File: config.mk
export PLATFORM = sky130hd
export DESIGN_NAME = button_debouncer
export DESIGN_NICKNAME = d
export VERILOG_FILES = /design/src/rtl/button_debouncer.sv
export SDC_FILE = /design/constraint.sdc
export NUM_CORES = 1
export LEC_CHECK = 0
export ABC_AREA = 1
export BUFFER_PORTS_ARGS = -buffer_cell sky130_fd_sc_hd__buf_2
export CORE_ASPECT_RATIO = 0.7
export CORE_MARGIN = 2
export CORE_UTILIZATION = 25
export DETAILED_ROUTE_END_ITERATION = 10
export MAX_ROUTING_LAYER = met4
export PLACE_DENSITY = 0.4
export RECOVER_POWER = 100
export SETUP_SLACK_MARGIN = 0.02
export SLEW_MARGIN = 40
export SYNTH_ARGS = -nofsm -noshare
export SYNTH_HDL_FRONTEND = slang
export SYNTH_SLANG_ARGS = --single-unit
export TNS_END_PERCENT = 5
File: constraint.sdc
create_clock -name clk -period 5.2 [get_ports clk]
set_clock_uncertainty 0.2 [all_clocks]
set_input_delay 0.52 -clock clk [delete_from_list [all_inputs] [get_ports clk]]
set_output_delay 0.52 -clock clk [all_outputs]
set_load 0.005 [all_outputs]
File: src/rtl/button_debouncer.sv
// Push-button conditioner: synchronises the raw pin, filters bounce with a
// stability counter and publishes a clean level, press/release pulses and a press toggle.
module button_debouncer #(
  parameter int STABLE_CYCLES = 1000000,
  parameter int SYNC_STAGES   = 2
) (
  input  logic clk,
  input  logic reset,
  input  logic BTN_CTRL,
  output logic btn_level,
  output logic btn_rise,
  output logic btn_fall,
  output logic btn_toggle
);

  localparam int CNT_W = (STABLE_CYCLES > 2) ? $clog2(STABLE_CYCLES) : 1;
  localparam logic [CNT_W-1:0] CNT_LAST = CNT_W'(STABLE_CYCLES - 1);
  localparam logic [CNT_W-1:0] CNT_ONE  = CNT_W'(1);

  typedef enum logic [1:0] {
    STABLE_LOW  = 2'd0,
    CHECK_HIGH  = 2'd1,
    STABLE_HIGH = 2'd2,
    CHECK_LOW   = 2'd3
  } state_t;

  logic [SYNC_STAGES-1:0] sync_q;
  logic                   s_in;
  state_t                 state_q, state_d;
  logic [CNT_W-1:0]       count_q, count_d;
  logic                   level_q, level_d;
  logic                   rise_q, rise_d;
  logic                   fall_q, fall_d;
  logic                   toggle_q, toggle_d;

  assign s_in = sync_q[SYNC_STAGES-1];

  always_ff @(posedge clk) begin
    if (reset) begin
      sync_q   <= '0;
      state_q  <= STABLE_LOW;
      count_q  <= '0;
      level_q  <= 1'b0;
      rise_q   <= 1'b0;
      fall_q   <= 1'b0;
      toggle_q <= 1'b0;
    end else begin
      sync_q   <= {sync_q[SYNC_STAGES-2:0], BTN_CTRL};
      state_q  <= state_d;
      count_q  <= count_d;
      level_q  <= level_d;
      rise_q   <= rise_d;
      fall_q   <= fall_d;
      toggle_q <= toggle_d;
    end
  end

  // Any sample agreeing with the current level drops back to the stable state,
  // so the full count restarts on the next disagreeing sample.
  always_comb begin
    state_d  = state_q;
    count_d  = '0;
    level_d  = level_q;
    rise_d   = 1'b0;
    fall_d   = 1'b0;
    toggle_d = toggle_q;
    case (state_q)
      STABLE_LOW: begin
        level_d = 1'b0;
        if (s_in) begin
          state_d = CHECK_HIGH;
          count_d = CNT_ONE;
        end
      end
      CHECK_HIGH: begin
        level_d = 1'b0;
        if (!s_in) begin
          state_d = STABLE_LOW;
        end else if (count_q == CNT_LAST) begin
          state_d  = STABLE_HIGH;
          level_d  = 1'b1;
          rise_d   = 1'b1;
          toggle_d = ~toggle_q;
        end else begin
          count_d = count_q + CNT_ONE;
        end
      end
      STABLE_HIGH: begin
        level_d = 1'b1;
        if (!s_in) begin
          state_d = CHECK_LOW;
          count_d = CNT_ONE;
        end
      end
      CHECK_LOW: begin
        level_d = 1'b1;
        if (s_in) begin
          state_d = STABLE_HIGH;
        end else if (count_q == CNT_LAST) begin
          state_d = STABLE_LOW;
          level_d = 1'b0;
          fall_d  = 1'b1;
        end else begin
          count_d = count_q + CNT_ONE;
        end
      end
      default: begin
        state_d  = STABLE_LOW;
        level_d  = 1'b0;
        toggle_d = 1'b0;
      end
    endcase
  end

  assign btn_level  = level_q;
  assign btn_rise   = rise_q;
  assign btn_fall   = fall_q;
  assign btn_toggle = toggle_q;

endmodule
==> results_tabular.tex <==
\begin{tabular}{lr}
\hline
Metric & Value \\
\hline
\multicolumn{2}{l}{\textbf{Detailed routing}} \\
\quad Pre-Repair DR Iteration Count & 4 \\
\quad Routed Wire Length & 2700 um \\
\quad Vias per std cell & 4.13 \\
\quad Wire length per cell after detailed routing & 9.84 um \\
\quad Overall via count from detail\_route & 1132 \\
\quad Starting DRT DRC Count & 55 \\
\quad Final ANT Viol Nets & 0 \\
\quad Final routed DRC violation total & 0 \\
\multicolumn{2}{l}{\textbf{Status}} \\
\quad Outcome & finished clean \\
\multicolumn{2}{l}{\textbf{Flow run}} \\
\quad Max-cap check violation count & 0 \\
\multicolumn{2}{l}{\textbf{Setup path}} \\
\quad Dominant delay contributor by cell family on the critical path & simple AND/OR/NAND/NOR gates \\
\quad Worst path max stage delay & 0.82 ns \\
\quad Worst Path Class, Setup & flip-flop to flip-flop \\
\quad Maximum fanout along the worst path & 17 \\
\quad Cell with the largest stage delay on the worst path & nor3\_1 \\
\quad List of cells traversed by the critical path & ha\_1 > nand2\_1 > nor3\_1 > nand3\_4 > nand3\_1 > nor2\_1 \\
\quad Number of buffers and inverters on the critical path & 0 \\
\quad Data arrival time at the worst-slack endpoint & 2.56 ns \\
\quad Type of destination of the critical path & flip-flop \\
\quad Data required time at the worst endpoint & 5.14 ns \\
\quad Critical Path Start Type & flip-flop \\
\multicolumn{2}{l}{\textbf{Clocking}} \\
\quad Cts repair resizes & 0 \\
\quad Cell at the root of the clock tree & clkbuf\_8 \\
\quad CTS Hold Bufs & 0 \\
\quad Maximum level of the CTS H-tree & 1 \\
\quad Maximum buffer depth of the clock tree & 2 \\
\quad Clock Sink Count & 28 \\
\quad CTS clk-pin slew, worst paths & 0.09 ns \\
\quad Number of buffers created by CTS & 3 \\
\quad TritonCTS clock tree & built \\
\quad Number of setup buffers added after CTS & 0 \\
\quad Latest clock arrival within the worst-skew pair & 0.27 ns \\
\multicolumn{2}{l}{\textbf{STA}} \\
\quad Final cycle utilization of the critical path & 0.503 \\
\quad Transition time at the pin with the least slew margin & 1.01 ns \\
\quad Unrepaired setup endpoints after global routing & false \\
\quad Final setup fails & 0 \\
\quad Worst slew slack as a fraction of its limit & 0.323 \\
\quad Final Hold Viols & 0 \\
\quad Final Max Tran Viols & 0 \\
\quad Final min period & 2.62 ns \\
\quad Maximum achievable frequency & 382 MHz \\
\quad Post-route setup TNS & 0 ns \\
\multicolumn{2}{l}{\textbf{Floorplan}} \\
\quad I/O pin count & 7 \\
\quad Core box area & 5260 sq um \\
\quad Die boundary height & 66.0 um \\
\quad Starting density of the core & 0.261 \\
\quad Horizontal die dimension & 92.5 um \\
\quad Overall die area & 6100 sq um \\
\quad Cell row count & 22 \\
\multicolumn{2}{l}{\textbf{Global route}} \\
\quad Via count of the first global-routing pass & 1045 \\
\quad Overflow left after global routing & 0 \\
\quad Antenna violations before repair & 0 \\
\quad Global-route wire length before repair & 4780 um \\
\quad Global-route total usage across every layer & 0.102 \\
\quad Maximum number of pins on one net before global-route repair & 18 \\
\multicolumn{2}{l}{\textbf{Yosys}} \\
\quad YS warnings & 0 \\
\quad \#FFs+latches synth & 28 \\
\quad Area of the mapped netlist & 1370 sq um \\
\quad Number of enable-type register cells in the synthesized netlist & 0 \\
\quad Syn\_area\_per\_cell & 7.07 sq um \\
\quad Gate count of the mapped netlist & 194 \\
\quad Leading register cell type out of synthesis & dfxtp\_1 \\
\quad Count of different cell masters after synthesis & 20 \\
\quad Syn Nets & 198 \\
\quad Asr flop ratio synth & 0 \\
\quad Share of the yosys chip area belonging to registers & 0.409 \\
\multicolumn{2}{l}{\textbf{Place}} \\
\quad Post-Place Cells & 271 \\
\quad Gp weighted congestion & 0.749 \\
\quad Port buffer count & 6 \\
\quad Detailed placement HPWL & 2130 um \\
\multicolumn{2}{l}{\textbf{Power and ir drop}} \\
\quad Worst ir drop on vdd & 77.1 uV \\
\quad Power density cells & 236 nW/um\^{}2 \\
\quad Leakage power figure & 0.532 nW \\
\multicolumn{2}{l}{\textbf{Cells and area}} \\
\quad Synth-to-layout area growth & 8.49\% \\
\quad Antenna Diode Count & 0 \\
\quad Proportion of layout cells with a drive suffix above 1 & 0.0594 \\
\quad Final nets & 208 \\
\quad Most used cells in the layout excluding fill and tap cells & nor2\_1 (45), nand2\_1 (39), dfxtp\_1 (28) \\
\quad Most frequent standard cell in the layout excluding fill and tap cells & nor2\_1 \\
\quad Final std cells w/o fill & 274 \\
\multicolumn{2}{l}{\textbf{Worst hold path}} \\
\quad Worst min path class & flip-flop to flip-flop \\
\hline
\end{tabular}
==> logic make-up after synthesis <==
kind of cell / synth area share
adder cells (fa/ha/maj): 0.00912
buffers and inverters: 0.0849
AND/OR/NAND/NOR: 0.397
XOR/XNOR: 0.0639
AO/OA/AOI/OAI: 0.0365
flip-flops: 0.409
==> registers in the layout, indices dropped and copies added, names as in the netlist, named ones only <==
signal	flops
btn_toggle	1
btn_level	1
btn_rise	1
count_q	20
sync_q	2
btn_fall	1
state_q	1
==> Yosys cell counts (all sizes together), types with 2 or more instances <==
library cell  instances  share of area
a21oi                 6          0.022
nor2                 48           0.14
xor2                  8          0.051
nand4                 6          0.027
nand2                40           0.11
dfxtp                28           0.41
nand3                13          0.069
inv                  27          0.074
xnor2                 2          0.013
nor3                  9          0.041
o21ai                 4          0.015
==> through the flow <==
stage	utilization	hold WS [ns]	power, mW	setup slack [ns]	cell area [sq um]
floorplan	-	0.188	0.236	3.58	1370
global placement	0.281	0.196	0.241	3.46	1480
detailed placement	0.281	0.201	0.240	3.42	1480
CTS	0.289	0.215	0.362	3.41	1520
global route	0.283	0.222	0.371	2.26	1490
finish	0.283	0.207	0.351	2.58	1490
==> power by group <==
group / internal (mW) / switching (mW) / leakage [nW]
registers: 0.218 / 0.00306 / 0.226
logic: 0.00487 / 0.00797 / 0.284
clock network: 0.0520 / 0.0649 / 0.0216
==> metal layers <==
layer | track usage | routed length [um]
met1 | 0.153 | 1570
met5 | - | 0
met3 | 0.0274 | 83
met4 | 0.0168 | 12
met2 | 0.138 | 1030
==> worst min-delay path, stage by stage (launching register included) <==
cell,delay [ns]
dfxtp_1,0.31
inv_1,0.04
nor2_1,0.03
==> cell type report <==
class	instances	area, sq um
inverters	27	101
well taps	72	90.1
repair buffers	6	26.3
clock buffers	3	41.3
fillers	583	3770
multi-input cells	138	668
flip-flops and latches	28	561
==> worst paths after layout <==
path,start,endpoint,slack (ns),cells past startpoint
max,count_q[0],count_q[11],2.58,6
min,sync_q[0],sync_q[1],0.21,2
max reg2reg,count_q[0],count_q[11],2.58,6
min reg2reg,sync_q[0],sync_q[1],0.21,2
(Power assumes the default switching activity.)
